--- src/rtl/uart_pkg.sv ---
// Shared types and helpers for the UART transmit path.
package uart_pkg;

    // Serializer FSM states
    typedef enum logic [2:0] {
        ST_IDLE   = 3'd0,
        ST_START  = 3'd1,
        ST_DATA   = 3'd2,
        ST_PARITY = 3'd3,
        ST_STOP   = 3'd4
    } tx_state_e;

    // cfg_data_bits encoding
    localparam logic [1:0] CFG_BITS_5 = 2'b00;
    localparam logic [1:0] CFG_BITS_6 = 2'b01;
    localparam logic [1:0] CFG_BITS_7 = 2'b10;
    localparam logic [1:0] CFG_BITS_8 = 2'b11;

    localparam int MAX_DATA_BITS = 8;

    // Number of data bits (5..8) selected by the cfg_data_bits field.
    function automatic logic [3:0] data_bits_len(input logic [1:0] cfg);
        logic [3:0] len;
        case (cfg)
            CFG_BITS_5: len = 4'd5;
            CFG_BITS_6: len = 4'd6;
            CFG_BITS_7: len = 4'd7;
            default:    len = 4'd8;
        endcase
        return len;
    endfunction

    // Parity over the low 'len' bits; odd=1 inverts the XOR so the total count of ones is odd.
    function automatic logic parity_bit(input logic [MAX_DATA_BITS-1:0] data,
                                        input logic [3:0] len,
                                        input logic odd);
        logic p;
        p = odd;
        for (int i = 0; i < MAX_DATA_BITS; i++) begin
            if (i < int'(len)) begin
                p = p ^ data[i];
            end
        end
        return p;
    endfunction

endpackage

--- src/rtl/uart_bit_timer.sv ---
// Bit-period timer: down-counts baud ticks and flags the tick that closes a bit.
module uart_bit_timer
    import uart_pkg::*;
#(
    parameter int OVERSAMPLE = 16
) (
    input  logic clk,
    input  logic rst,
    input  logic baud_tick,
    input  logic clear,
    output logic bit_end
);

    localparam int CW = (OVERSAMPLE > 2) ? $clog2(OVERSAMPLE) : 1;
    localparam logic [CW-1:0] TC_LOAD = CW'(OVERSAMPLE - 1);

    logic [CW-1:0] cnt_q;

    // Terminal count is zero; a tick arriving at zero ends the bit and reloads.
    assign bit_end = baud_tick && !clear && (cnt_q == '0);

    // Counter: held at the reload value while cleared, otherwise one step per baud tick.
    always_ff @(posedge clk or negedge rst) begin
        if (!rst) begin
            cnt_q <= TC_LOAD;
        end else if (clear) begin
            cnt_q <= TC_LOAD;
        end else if (baud_tick) begin
            if (cnt_q == '0) begin
                cnt_q <= TC_LOAD;
            end else begin
                cnt_q <= cnt_q - 1'b1;
            end
        end
    end

endmodule

--- src/rtl/uart_tx_serializer.sv ---
// UART transmit serializer: pops bytes from the TX FIFO and shifts out framed async data.
//
//   state     | meaning
//   ----------+-----------------------------------------------------------
//   ST_IDLE   | line high, waiting for tx_en and a non-empty FIFO
//   ST_START  | driving the start bit (0)
//   ST_DATA   | shifting out N data bits, LSB first
//   ST_PARITY | driving the precomputed parity bit
//   ST_STOP   | driving one or two stop bits (1), then pulse frame_done
module uart_tx_serializer
    import uart_pkg::*;
#(
    parameter int DATA_WIDTH = 8,
    parameter int OVERSAMPLE = 16
) (
    input  logic                  clk,
    input  logic                  rst,
    input  logic                  baud_tick,
    input  logic                  tx_en,
    input  logic [1:0]            cfg_data_bits,
    input  logic                  cfg_parity_en,
    input  logic                  cfg_parity_odd,
    input  logic                  cfg_stop2,
    input  logic                  fifo_empty,
    input  logic [DATA_WIDTH-1:0] fifo_rd_data,
    output logic                  fifo_rd,
    output logic                  tx,
    output logic                  tx_busy,
    output logic                  frame_done
);

    tx_state_e state_q, state_d;

    logic [MAX_DATA_BITS-1:0] shift_q, shift_d;
    logic [2:0]               bit_cnt_q, bit_cnt_d;
    logic [2:0]               last_idx_q, last_idx_d;
    logic                     par_en_q, par_en_d;
    logic                     par_bit_q, par_bit_d;
    logic                     stop2_q, stop2_d;
    logic                     stop_cnt_q, stop_cnt_d;
    logic                     tx_q, tx_d;
    logic                     busy_q, busy_d;
    logic                     rd_q, rd_d;
    logic                     done_q, done_d;

    logic                     timer_clear;
    logic                     bit_end;
    logic [MAX_DATA_BITS-1:0] head_byte;

    // Only the low bits of the FIFO word can ever be transmitted.
    assign head_byte = MAX_DATA_BITS'(fifo_rd_data);

    uart_bit_timer #(
        .OVERSAMPLE (OVERSAMPLE)
    ) u_bit_timer (
        .clk       (clk),
        .rst       (rst),
        .baud_tick (baud_tick),
        .clear     (timer_clear),
        .bit_end   (bit_end)
    );

    // Next-state and registered-output decisions; frame config is frozen at start.
    always_comb begin
        state_d     = state_q;
        shift_d     = shift_q;
        bit_cnt_d   = bit_cnt_q;
        last_idx_d  = last_idx_q;
        par_en_d    = par_en_q;
        par_bit_d   = par_bit_q;
        stop2_d     = stop2_q;
        stop_cnt_d  = stop_cnt_q;
        tx_d        = tx_q;
        busy_d      = busy_q;
        rd_d        = 1'b0;
        done_d      = 1'b0;
        timer_clear = 1'b0;

        case (state_q)
            ST_IDLE: begin
                timer_clear = 1'b1;
                tx_d        = 1'b1;
                busy_d      = 1'b0;
                if (tx_en && !fifo_empty) begin
                    shift_d    = head_byte;
                    last_idx_d = 3'(data_bits_len(cfg_data_bits) - 4'd1);
                    par_en_d   = cfg_parity_en;
                    par_bit_d  = parity_bit(head_byte, data_bits_len(cfg_data_bits), cfg_parity_odd);
                    stop2_d    = cfg_stop2;
                    rd_d       = 1'b1;
                    tx_d       = 1'b0;
                    busy_d     = 1'b1;
                    state_d    = ST_START;
                end
            end
            ST_START: begin
                if (bit_end) begin
                    tx_d      = shift_q[0];
                    bit_cnt_d = 3'd0;
                    state_d   = ST_DATA;
                end
            end
            ST_DATA: begin
                if (bit_end) begin
                    if (bit_cnt_q == last_idx_q) begin
                        if (par_en_q) begin
                            tx_d    = par_bit_q;
                            state_d = ST_PARITY;
                        end else begin
                            tx_d       = 1'b1;
                            stop_cnt_d = 1'b0;
                            state_d    = ST_STOP;
                        end
                    end else begin
                        shift_d   = shift_q >> 1;
                        tx_d      = shift_q[1];
                        bit_cnt_d = bit_cnt_q + 3'd1;
                    end
                end
            end
            ST_PARITY: begin
                if (bit_end) begin
                    tx_d       = 1'b1;
                    stop_cnt_d = 1'b0;
                    state_d    = ST_STOP;
                end
            end
            ST_STOP: begin
                if (bit_end) begin
                    if (stop2_q && !stop_cnt_q) begin
                        stop_cnt_d = 1'b1;
                    end else begin
                        done_d  = 1'b1;
                        busy_d  = 1'b0;
                        tx_d    = 1'b1;
                        state_d = ST_IDLE;
                    end
                end
            end
            default: begin
                tx_d    = 1'b1;
                busy_d  = 1'b0;
                state_d = ST_IDLE;
            end
        endcase
    end

    // State, datapath and output registers; reset aborts any frame and releases the line.
    always_ff @(posedge clk or negedge rst) begin
        if (!rst) begin
            state_q    <= ST_IDLE;
            shift_q    <= '0;
            bit_cnt_q  <= 3'd0;
            last_idx_q <= 3'd7;
            par_en_q   <= 1'b0;
            par_bit_q  <= 1'b0;
            stop2_q    <= 1'b0;
            stop_cnt_q <= 1'b0;
            tx_q       <= 1'b1;
            busy_q     <= 1'b0;
            rd_q       <= 1'b0;
            done_q     <= 1'b0;
        end else begin
            state_q    <= state_d;
            shift_q    <= shift_d;
            bit_cnt_q  <= bit_cnt_d;
            last_idx_q <= last_idx_d;
            par_en_q   <= par_en_d;
            par_bit_q  <= par_bit_d;
            stop2_q    <= stop2_d;
            stop_cnt_q <= stop_cnt_d;
            tx_q       <= tx_d;
            busy_q     <= busy_d;
            rd_q       <= rd_d;
            done_q     <= done_d;
        end
    end

    assign tx         = tx_q;
    assign tx_busy    = busy_q;
    assign fifo_rd    = rd_q;
    assign frame_done = done_q;

endmodule

--- config.mk ---
export PLATFORM = sky130hd
export DESIGN_NAME = uart_tx_serializer
export DESIGN_NICKNAME = d
export VERILOG_FILES = /design/src/rtl/uart_pkg.sv /design/src/rtl/uart_bit_timer.sv /design/src/rtl/uart_tx_serializer.sv
export SDC_FILE = /design/constraint.sdc
export NUM_CORES = 1
export LEC_CHECK = 0
export ABC_AREA = 1
export CORE_ASPECT_RATIO = 1.5
export CORE_MARGIN = 2
export CORE_UTILIZATION = 55
export DETAILED_ROUTE_END_ITERATION = 16
export HOLD_SLACK_MARGIN = 0.06
export PLACE_DENSITY = 0.86
export SYNTH_ARGS = -nofsm -noshare
export SYNTH_HDL_FRONTEND = slang
export SYNTH_SLANG_ARGS = --single-unit
--- constraint.sdc ---
create_clock -name clk -period 1.9 [get_ports clk]
set_input_delay 0.57 -clock clk [delete_from_list [all_inputs] [get_ports clk]]
set_output_delay 0.57 -clock clk [all_outputs]
set_load 0.02 [all_outputs]
==> results.md, run 1 <==
Outcome:
- The flow ran to the end, and the final reports show no timing, DRC or antenna violations.

CTS:
- After clock tree synthesis, the clock-pin slew on the worst setup and hold paths is 0.06 ns.
- Clock latency on the worst-skew pair, taken at its later pin, is 0.28 ns.
- CTS built an H-tree with a depth of 2.
- TritonCTS built the clock tree.
- The number of clock sinks is 29.
- The master cell of the clock root buffer is clkbuf_8.
- Counting along the longest clock path gives a buffer depth of 2.
- The number of CTS-inserted buffers is 5.

STA:
- Hold is met by 0.4681 ns.
- After layout, the worst path uses 95.09% of the clock period.
- The final count of negative-setup-slack endpoints is 0.
- The maximum clock frequency is roughly 550 MHz.
- The number of hold violations in the final report is 0.
- The max-slew violation count was 0.
- Setup total negative slack on the finished layout was measured at 0 ns.
- The clock period could shrink to ~1.8 ns.
- Setup repair after global routing left no endpoint under its margin.
- The slew at the pin closest to its max-slew limit is 0.3670 ns.
- For the final database, setup skew stands at approximately 0.0083 ns.
- The worst max-slew margin expressed relative to the limit is 75.53%.

Synthesis:
- The number of flops mapped to enable cells by yosys is 0.
- After technology mapping, the gate count stands at ~220.
- By area the synthesized netlist is led by dfrtp_1 (30%), nand2_1 (14%), dfstp_2 (12%), inv_1 (6.4%), nand3_1 (5.4%).
- Counting flops with an async set or reset pin after synthesis yields a share of 100.0%.
- The synthesized netlist contains 27 unique library cells.
- The most frequently used cell type in the post-synthesis netlist is nand2_1.
- The fraction of post-synthesis cell area in the top cell type by area is 30.02%.
- Synthesis inferred 29 register bits.
- The average footprint of a synthesized cell is 7.849 um2.
- The commonest cells after synthesis are nand2_1 (67), inv_1 (30), dfrtp_1 (21), nand3_1 (19), nor2_1 (16).
- dfrtp_1 takes more of the synthesized area than any other cell.
- Counting every net in the synthesized netlist gives 243.
- Summing every instance area after synthesis gives 1750 um2.
- Yosys printed 0 warnings.
- In the synthesized netlist the dominant register cell turns out to be dfrtp_1.
- The sequential-to-total area share from yosys stat is 42.03%.

Detailed routing:
- The total routed wirelength is between 3000 and 4000 um.
- The post-detailed-route count of antenna-violating nets is 0.
- After detailed routing, the average wire length per cell comes to about 12 um.
- In the routed design, unresolved DRC markers number 0.
- After the first detailed-routing iteration, the DRC count stood at 61.
- Summing over every cut layer, the via total after detailed routing is 1521.
- In the routed layout, each cell is associated on average with a via count of ~5.2.
- The pre-antenna-repair detailed-routing pass consisted of 4 iterations.

Critical path:
- The type of origin of the critical path is a register.
- The kind of critical path is reg2out.
- The critical path buffer and inverter count is 1.
- The number of stages on the worst setup path is 1.
- The startpoint identified for the worst register-to-register timing path is u_bit_timer.cnt_q[0].
- For this run, the slowest stage of the critical path takes 0.60 ns.
- The kind of end point of the critical path is a primary output.
- For the worst setup path, the data required time is 1.33 ns.
- Broken down by cell family, the worst path's largest delay share belongs to buffers and inverters.
- The capture point of the worst reg-to-reg path is shift_q[0].
- The cell type of the slowest stage on the worst timing path is clkdlybuf4s50_1.
- The number of cells traversed by the worst register-to-register path is 9.
- The worst-path maximum fanout is 2.
- The reg2reg setup slack is 0.29 ns.
- At the worst endpoint, the arrival time is 1.24 ns.
- Traced cell by cell, the critical path runs through clkdlybuf4s50_1.

Floorplanning:
- The floorplan die width is approximately 50 um.
- The starting density of the core is 56.53%.
- The number of core rows is 25.
- The die area is 3659 um2.
- The overall die height is 73.10 um.
- The I/O pin count is 22.
- In this run the standard cell core region covers 3097 um2.

Global route:
- Global routing finished with a remaining overflow of 0.
- The initial antenna violation count is 0.
- The first global-routing pass estimated 5975 um of wire.
- The number of global-route vias before repair came to 1457.
- The total routing resource utilization after global routing is a little over a fifth.
- The pin count of the biggest net entering global routing is 30.

Worst hold path:
- The end point of the most critical hold path is stop_cnt_q.
- The worst hold path depth is 2.
- The worst hold path begins at stop_cnt_q.
- The type of the worst min-delay path is reg2reg.

Power:
- Dividing total power by cell area gives a power density of 1309 nW/um2.
- The cell leakage power is 1.102 nW.
- The worst-case IR drop observed on VDD is ~0.84 mV.

Final layout:
- The fraction of final layout cells sized beyond drive strength 1 is between 15 and 20%.
- The utilization of the core after routing is slightly below 70%.
- The total inserted antenna cells is 0.
- The area growth from synthesis to layout is 20.30%.
- After routing the design area is 2106 um2.
- The number of nets at the end of the flow is 273.
- The finished layout holds 294 standard cells, fillers aside.

Placement:
- Summing all placed instances gives a cell area of 2024 um2.
- The weighted congestion at the end of routability-driven global placement is just over 0.9.
- The estimated wirelength of the detail-placed design is ~2700 um.
- After detailed placement, the design holds a cell count of ~290.
- Port buffering added 21 buffers.

Flow run:
- Across the run, the number of max-cap violations was 0.
==> sequential cells by signal, summed over array words and instances, names as in the netlist <==
signal,flops
bit_cnt_q,3
fifo_rd,1
frame_done,1
last_idx_q,3
par_bit_q,1
par_en_q,1
shift_q,8
state_q,3
stop2_q,1
stop_cnt_q,1
tx,1
tx_busy,1
u_bit_timer.cnt_q,4
==> power breakdown <==
group | leakage (nW) | total, mW | switching [mW] | internal, mW
combinational | 0.701 | 1.26 | 0.778 | 0.482
clock | 0.0450 | 0.487 | 0.234 | 0.253
sequential | 0.356 | 1.01 | 0.150 | 0.860
total | 1.10 | 2.76 | 1.16 | 1.60
==> cells by family after synthesis <==
group | after synthesis | share of synthesized area, %
AO/OA/AOI/OAI | 26 | 10.15
buffers and inverters | 34 | 7.934
adder cells (fa/ha/maj) | 2 | 1.429
flip-flops | 29 | 42.03
multiplexers | 5 | 2.859
AND/OR/NAND/NOR | 120 | 32.09
XOR/XNOR | 7 | 3.503
==> metrics by stage <==
step	worst slack (ns)	total power, mW
final	0.09331	2.757
after global routing	0.06166	2.980
after CTS	0.08841	2.772
after detailed placement	0.01507	2.291
after global placement	0.04578	2.247
after floorplan	0.3881	1.985
==> repair_timing <==
item	CTS	global route
gates resized for setup	1	0
hold buffers	0	0
setup endpoints to repair	1	0
buffers inserted	0	0
==> worst max path at each step <==
stage                         start    endpoint  slack, ns
4_1_cts                     tx_busy     tx_busy       0.09
3_5_place_dp                  tx_en  shift_q[3]       0.02
6_report                    tx_busy     tx_busy       0.09
2_1_floorplan  u_bit_timer.cnt_q[0]  shift_q[3]       0.39
3_3_place_gp                  tx_en  shift_q[0]       0.05
5_1_grt                     tx_busy     tx_busy       0.06
==> cell usage in the layout (no fill, tap or decap), types with 2 or more instances in the layout <==
master / synthesis / routed
buf_4: 0 / 4
or2_2: 3 / 3
clkbuf_8: 0 / 5
o21ai_2: 9 / 9
nand2_4: 2 / 2
dfrtp_1: 21 / 21
xor2_1: 3 / 3
dfstp_2: 8 / 8
nor2_1: 16 / 16
clkdlybuf4s50_1: 0 / 20
nand3_4: 2 / 2
ha_1: 2 / 2
a21oi_1: 2 / 2
xnor2_1: 4 / 4
mux2i_1: 5 / 5
inv_1: 30 / 30
a31oi_1: 2 / 2
o21ai_0: 12 / 12
nand4_1: 7 / 7
nand2_1: 67 / 67
nand3_1: 19 / 19
clkinv_2: 0 / 2
==> cell type report <==
| cell class | count | area [um2] |
|---|---|---|
| Clock buffer | 6 | 72.57 |
| Clock inverter | 2 | 10.01 |
| Fill cell | 240 | 991.0 |
| Inverter | 32 | 122.6 |
| Multi-Input combinational cell | 160 | 875.8 |
| Sequential cell | 29 | 735.7 |
| Tap cell | 40 | 50.05 |
| Timing Repair Buffer | 25 | 239.0 |
==> routing by layer <==
metal,vias to the layer above,part of all wire [%],global-route usage [%]
li1,769,-,-
met1,702,40,23.40
met2,44,55,39.33
met3,6,3.4,4.303
met4,0,1.9,10.49
met5,-,0,0
(Power assumes the default switching activity.)
==> run 2: changes to the inputs <==
Settings changed: ABC_AREA 1 to not set, CORE_UTILIZATION 55 to 54, GPL_TIMING_DRIVEN set to 1, HOLD_SLACK_MARGIN 0.06 to 0.05.
==> results.md, run 2 <==
Placement:
- The number of buffer cells added on primary ports is 21 (unchanged).
- The weighted congestion at the end of routability-driven global placement was 0.8203 (-12%).
- The total instance count after detailed placement is 228 (-20%).
- The estimated wirelength of the detail-placed design is 2781 um (+3.4%).

Synthesis:
- Sorting the synthesized cells by area gives the leading types as dfrtp_1 (33%), dfstp_2 (13%), mux2i_1 (5.0%), nand2_1 (4.4%), o21ai_0 (4.4%).
- The compound-cell area share of the yosys netlist came to 15.59% (+5.4 points).
- The number of storage elements in the synthesis netlist is 29 (unchanged).
- The arithmetic-cell share of the synthesized area counting full adders, half adders and majority gates was 1.559% (+0.13 points).
- The combinational family with the most area after synthesis is simple AND/OR/NAND/NOR gates.
- The async set-or-reset flop fraction in the synthesized netlist came to 100.0% (unchanged).
- The share of the synthesized netlist area taken by xor and xnor gates is 5.456% (+2.0 points).
- The number of warning messages in the yosys log is 0 (unchanged).
- The largest total area in the synthesized netlist belongs to dfrtp_1.
- The synthesized net count came to 175 (-28%).
- Ranked by instance count, the synthesized netlist is headed by dfrtp_1 (21), nand2_1 (19), o21ai_0 (14), nor2_1 (10).
- The gate count of the mapped netlist came to 155 (-30%).
- The unique cell type count in the Yosys netlist came to 46 (+70%).
- dfrtp_1 is the most common cell in the netlist.
- The number of flops mapped to enable cells by yosys is 0 (unchanged).
- The sequential-to-total area share from yosys stat was 45.83% (+3.8 points).
- The fraction of post-synthesis cell area in the top cell type by area was 32.74% (+2.7 points).
- The netlist area before placement came to 1605 um2 (-8.3%).
- The simple logic cell fraction of the synthesized area is 18.86% (-13 points).
- The average footprint of a synthesized cell was 10.36 um2 (+32%).
- The dominant register cell in the synthesized netlist is dfrtp_1.
- The share of cell area taken by muxes after synthesis is 9.197% (+6.3 points).

Floorplanning:
- The area of the core region is 2883 um2 (-6.9%).
- The die area is 3434 um2 (-6.2%).
- The overall die height is 70.78 um (-3.2%).
- The I/O pin count was 22 (unchanged).
- The starting density of the core is 55.69% (-0.84 points).
- The number of core rows is 24 (-4.0%).
- The floorplan die width is 48.52 um (-3.1%).

CTS:
- The number of clock sinks is 29 (unchanged).
- The worst-case clock buffer depth was 2 (unchanged).
- The number of CTS-inserted buffers was 5 (unchanged).
- The post-CTS setup-driven buffer insertion count is 0 (unchanged).
- The hold buffer count at CTS was 0 (unchanged).
- The clock network latency to the later pin of the worst-skew pair is 0.29 ns (about the same).
- The H-tree depth is 2 (unchanged).
- The clock-pin slew on the worst setup and hold paths is 0.07 ns (about the same).
- The CTS tree is yes.
- The master cell of the clock root buffer is clkbuf_8.

Final layout:
- The flip-flop count of the largest register after layout is 8 (unchanged).
- The total inserted antenna cells is 0 (unchanged).
- The fraction of final layout cells sized beyond drive strength 1 is 27.41% (+11 points).
- The library cell used most frequently in the layout, excluding fill and tap cells, is dfrtp_1.
- The register with the most flip-flops in the final layout is shift_q.
- The number of nets at the end of the flow is 216 (-21%).
- The area growth from synthesis to layout is 30.63%.
- Leaving out fill and tap cells, the most frequent cells in the layout are dfrtp_1 (21), nand2_1 (19), buf_4 (19).
- The largest registers in the layout are shift_q (8), u_bit_timer.cnt_q (4).
- The post-layout instance count excluding filler cells is 236 (-20%).

Critical path:
- The required time of the worst setup path was 2.11 ns (+0.78 ns).
- The arrival time at the worst endpoint is 2.05 ns (+0.81 ns).
- The reg2reg setup slack is 0.07 ns (-0.22 ns).
- The origin of the critical flop-to-flop path is last_idx_q[0].
- The worst-path maximum fanout is 2 (unchanged).
- STA classifies the critical path endpoint as a register.
- The kind of critical path is reg2reg.
- The critical path starts at last_idx_q[0].
- The worst setup path is launched from a register.

Outcome:
- The flow ran to the end, and the final reports show no timing, DRC or antenna violations.

Detailed routing:
- The via count of the routed design is 1329 (-13%).
- The post-detailed-route wirelength per cell is 15.58 um (+33%).
- The starting DRC count in detailed routing is 33 (-46%).
- The total routed wirelength is 3678 um (+7.1%).
- The post-detailed-route count of antenna-violating nets is 0 (unchanged).
- The total iterations of the first detailed-routing run is 5 (+1).
- The residual DRC count is 0 (unchanged).
- The post-detailed-route via-to-cell ratio came to 5.631 (+8.9%).

STA:
- The worst max-slew margin expressed relative to the limit is 75.12% (-0.41 points).
- The final count of negative-setup-slack endpoints was 0 (unchanged).
- The setup total negative slack is 0 ns (unchanged).
- Setup repair after global routing left no endpoint under its margin.
- The maximum clock frequency is 545.4 MHz (-1.5%).
- The final cycle utilization of the critical path is 96.49% (+1.4 points).
- The final critical delay including setup and external delays is 1.833 ns (+0.02669 ns).
- The slew at the pin closest to its max-slew limit was 0.3732 ns (+0.006140 ns).
- The final hold slack was 0.4754 ns (+0.007313 ns).
- The number of hold violations in the final report is 0 (unchanged).
- The max-slew violation count is 0 (unchanged).
- The final clock skew is 0.007245 ns (-0.001104 ns).

Power:
- The total design power is 2.259 mW (-18%).
- The worst IR drop on VDD is 0.9415 mV (+12%).
- The cell leakage power is 0.9531 nW (-14%).
- The total power density per cell area was 1077 nW/um2 (-18%).

Global route:
- The initial antenna violation count was 0 (unchanged).
- The number of global-route vias before repair is 1457 (unchanged).
- The first-pass GRT wire length was 6341 um (+6.1%).
- The pin count of the biggest net entering global routing came to 30 (unchanged).
- The global-route congestion overflow total came to 0 (unchanged).
- The total routing resource utilization after global routing was 24.27% (+2.7 points).

Worst hold path:
- The worst hold path belongs to the class reg2reg.
- In this run the most critical hold path is launched from shift_q[7].

Flow run:
- The number of maximum-capacitance violations is 0 (unchanged).
## run 2: cell types whose count changed after synthesis, moves of 3 or more
| cell | change |
|---|---|
| nand2_1 | -48 |
| nand4_1 | -7 |
| nand2b_1 | +3 |
| nor2_1 | -6 |
| nand3_1 | -16 |
| o211ai_1 | +3 |
| inv_1 | -25 |
| o21ai_2 | -9 |
| mux2i_1 | +3 |
| mux2_2 | +6 |
## run 2: kinds of logic after synthesis
group,Yosys count
compound gates,36
xor+xnor,10
fa+ha+maj,2
simple gates,53
buf+inv,11
mux,14
flops,29
## run 2: final cells by class
cell class                      count  area (um2)
Clock buffer                        7       96.34
Clock inverter                      1       5.005
Fill cell                         215       785.8
Inverter                            5       18.77
Multi-Input combinational cell    115       839.6
Sequential cell                    29       735.7
Tap cell                           39       48.80
Timing Repair Buffer               40       352.8
## run 2: where the power goes
part           internal (mW)  total [mW]  switching (mW)  leakage, nW
Sequential             0.872        1.02           0.149        0.349
Combinational          0.338       0.673           0.335        0.550
Clock                  0.327       0.564           0.237       0.0542
Total                   1.54        2.26           0.722        0.953
## run 2: repair_timing
action | 4_1_cts | 5_1_grt
pin swaps | 2 | 0
endpoints found under the setup margin | 5 | 2
gates resized for setup | 5 | 3
## run 2: metal layers
metal	part of all wire (%)	vias to the layer above	track usage (%)
li1	-	631	-
met1	35	649	23.39
met2	57	41	46.14
met3	4.7	8	7.173
met4	2.5	0	12.06
met5	0	-	0
## run 2: final timing paths
path | endpoint | depth (start not counted)
worst max-delay path | tx | 5
worst min-delay path | shift_q[7] | 2
worst max register to register | tx | 5
worst min register to register | shift_q[7] | 2
max in group asynchronous | u_bit_timer.cnt_q[3] | 2
min in group asynchronous | frame_done | 2
## run 2: worst max-delay path, cell delays in order, from the launching register on
cell and delay [ns]:
dfstp_2 0.54, xor2_1 0.10, nor3_2 0.31, mux2_2 0.39, a2111oi_2 0.35, nor2_1 0.08
## run 2: stage by stage
| stage | cell area (um2) | setup slack [ns] | utilization (%) |
|---|---|---|---|
| after floorplan | 1605 | 0.2017 | - |
| after global placement | 1969 | -0.2723 | 68.32 |
| after detailed placement | 1969 | -0.3414 | 68.32 |
| after CTS | 2090 | 0.01441 | 72.48 |
| after global routing | 2097 | 0.01408 | 72.74 |
| final | 2097 | 0.06662 | 72.74 |
==> run 3: changes to the inputs <==
Settings changed: SKIP_LAST_GASP set to 1.
==> results.md, run 3 (synthesized netlist as in run 2, its figures left out) <==
Outcome:
- The flow ran to the end, and the final reports show no timing, DRC or antenna violations.

Final layout:
- The library cells used most frequently in the layout, excluding fill and tap cells, are dfrtp_1 (21), buf_4 (21), nand2_1 (19).
- The largest registers in the layout are shift_q (8), u_bit_timer.cnt_q (4).
- The utilization of the core after routing is 73.96% (+1.2 points).
- The register bank with the most flops is shift_q.
- The fraction of final layout cells sized beyond drive strength 1 is 29.15% (+1.7 points).
- The layout filler cell count is 209 (-2.8%).
- The post-layout instance count excluding filler cells came to 238 (+0.85%).
- The total inserted antenna cells is 0 (unchanged).
- The number of nets at the end of the flow is 218 (+0.93%).
- The final design area excluding fillers was 2132 um2 (+1.7%).
- The flip-flop count of the largest register after layout is 8 (unchanged).
- Compared with the post-synthesis result, the final layout area differs by 32.81%.

Detailed routing:
- The starting DRC count in detailed routing is 26 (-21%).
- The post-detailed-route via-to-cell ratio is 5.605 (-0.47%).
- The total routed wirelength is 3772 um (+2.6%).
- The via count of the routed design is 1334 (+0.38%).
- The post-detailed-route wirelength per cell came to 15.85 um (+1.7%).
- The post-detailed-route count of antenna-violating nets was 0 (unchanged).
- The residual DRC count is 0 (unchanged).
- The total iterations of the first detailed-routing run is 4 (-1).

Critical path:
- The arrival time at the worst endpoint is 2.05 ns (about the same).
- The critical path starts at u_bit_timer.cnt_q[2].
- The reg2reg setup slack was 0.06 ns (about the same).
- The delay of the slowest critical-path stage came to 0.57 ns (+0.03 ns).
- The largest individual stage delay along the critical path comes from the cell dfstp_2.
- The capture point of the worst reg-to-reg path is tx.
- STA classifies the critical path startpoint as a register.
- In this run the critical register-to-register path is launched from u_bit_timer.cnt_q[2].
- The worst-path maximum fanout is 5 (+3).
- The critical path goes through and2b_1 -> nor3b_4 -> buf_4 -> buf_4 -> or3_1 -> a21oi_2 -> nor2_1.
- The cell with the most instances on the worst path is buf_4.
- The required time of the worst setup path came to 2.12 ns (about the same).
- The kind of end point of the critical path is a register.
- The number of cells traversed by the worst register-to-register path is 7 (+2).
- The kind of critical path is reg2reg.

Placement:
- The weighted congestion at the end of routability-driven global placement came to 0.8203 (unchanged).
- The post-place instance area is 1969 um2 (unchanged).
- The estimated wirelength of the detail-placed design came to 2781 um (unchanged).
- The number of buffer cells added on primary ports is 21 (unchanged).
- The post-placement setup slack is -0.3414 ns (unchanged).
- The total instance count after detailed placement is 228 (unchanged).

Flow run:
- The number of maximum-capacitance violations is 0 (unchanged).

STA:
- The final cycle utilization of the critical path is 96.73% (+0.24 points).
- The maximum clock frequency was 544.1 MHz (-0.25%).
- The slew at the pin closest to its max-slew limit was 0.3734 ns (+0.0002093 ns).
- The max-slew violation count is 0 (unchanged).
- The worst setup slack after layout came to 0.06207 ns (-0.004545 ns).
- The final hold slack is 0.4753 ns (-0.0001290 ns).
- The number of hold violations in the final report is 0 (unchanged).
- The worst max-slew margin expressed relative to the limit is 75.11% (about the same).
- The final critical delay including setup and external delays is 1.838 ns (+0.004545 ns).
- The final clock skew is 0.007227 ns (-0.00001790 ns).
- The setup total negative slack came to 0 ns (unchanged).
- Setup repair after global routing left no endpoint under its margin.
- The final count of negative-setup-slack endpoints was 0 (unchanged).

CTS:
- The clock-pin slew on the worst setup and hold paths was 0.07 ns (about the same).
- The clock network latency to the later pin of the worst-skew pair is 0.29 ns (about the same).
- The tree is rooted in a clkbuf_8.
- The number of CTS-inserted buffers was 5 (unchanged).
- The worst-case clock buffer depth was 2 (unchanged).
- The CTS tree is yes.
- The number of clock sinks came to 29 (unchanged).
- The H-tree depth came to 2 (unchanged).

Global route:
- The first-pass GRT wire length was 6341 um (unchanged).
- The global-route congestion overflow total was 0 (unchanged).
- The number of global-route vias before repair was 1457 (unchanged).
- The total routing resource utilization after global routing came to 24.27% (unchanged).
- The pin count of the biggest net entering global routing came to 30 (unchanged).
- The initial antenna violation count is 0 (unchanged).

Floorplanning:
- The die area came to 3434 um2 (unchanged).
- The area of the core region is 2883 um2 (unchanged).
- The overall die height is 70.78 um (unchanged).
- The number of core rows is 24 (unchanged).
- The I/O pin count was 22 (unchanged).
- The floorplan die width is 48.52 um (unchanged).
- The starting density of the core came to 55.69% (unchanged).

Power:
- The total design power came to 2.303 mW (+2.0%).
- The total power density per cell area is 1080 nW/um2 (+0.30%).
- The worst IR drop on VDD is 0.9409 mV (about the same).
- The cell leakage power is 0.9707 nW (+1.9%).

Worst hold path:
- For hold timing, the worst endpoint is shift_q[7].
- The worst hold path startpoint is shift_q[7].
- The worst hold path depth was 2 (unchanged).
- The type of the worst min-delay path is reg2reg.
## run 3: changes by cell type in the layout (fill, tap and decap cells not counted), sizes merged
cell          previous run  this run
dlygate4sd2              2         1
dlymetal6s2s             1         2
buf                     19        21
## run 3: routing by layer
| metal | wire length (um) | track usage [%] | part of all wire [%] | up-vias |
|---|---|---|---|---|
| met5 | 0 | 0 | 0 | - |
| met4 | 89 | 12.06 | 2.4 | 0 |
| met3 | 198 | 7.173 | 5.2 | 9 |
| met2 | 2163 | 46.14 | 57 | 45 |
| met1 | 1321 | 23.39 | 35 | 646 |
| li1 | - | - | - | 634 |
## run 3: what timing repair did
item | 4_1_cts | 5_1_grt
gates resized for setup | 4 | 7
pin swaps | 1 | 1
hold buffers | 0 | 0
buffers inserted | 0 | 2
endpoints found under the setup margin | 5 | 13
## run 3: area by class of cell
type	instances	area (um2)	area share (%)
inverters	5	18.77	0.8803
clock buffers	7	96.34	4.519
multi-input cells	115	855.8	40.14
clock inverters	1	5.005	0.2347
well taps	39	48.80	2.289
repair buffers	42	371.6	17.43
flip-flops and latches	29	735.7	34.51
## run 3: how the worst max path moves through the flow
| stage | endpoint | slack, ns | cells past startpoint |
|---|---|---|---|
| final | tx | 0.06 | 7 |
| after global routing | tx | 0.005 | 7 |
| after CTS | shift_q[4] | -0.06 | 6 |
| after detailed placement | state_q[0] | -0.34 | 7 |
| after global placement | state_q[0] | -0.27 | 7 |
| after floorplan | par_en_q | 0.20 | 5 |
## run 3: power breakdown
group / switching, mW / total [mW] / internal (mW)
sequential: 0.157 / 1.03 / 0.873
clock: 0.239 / 0.565 / 0.327
combinational: 0.349 / 0.708 / 0.359
total: 0.745 / 2.30 / 1.56
## run 3: worst max-delay path, delay by kind of cell (launching register included)
family / cells / cell delay [ns]
AO/OA/AOI/OAI: 1 / 0.14
buffers and inverters: 2 / 0.31
AND/OR/NAND/NOR: 4 / 0.75
flip-flops: 1 / 0.57
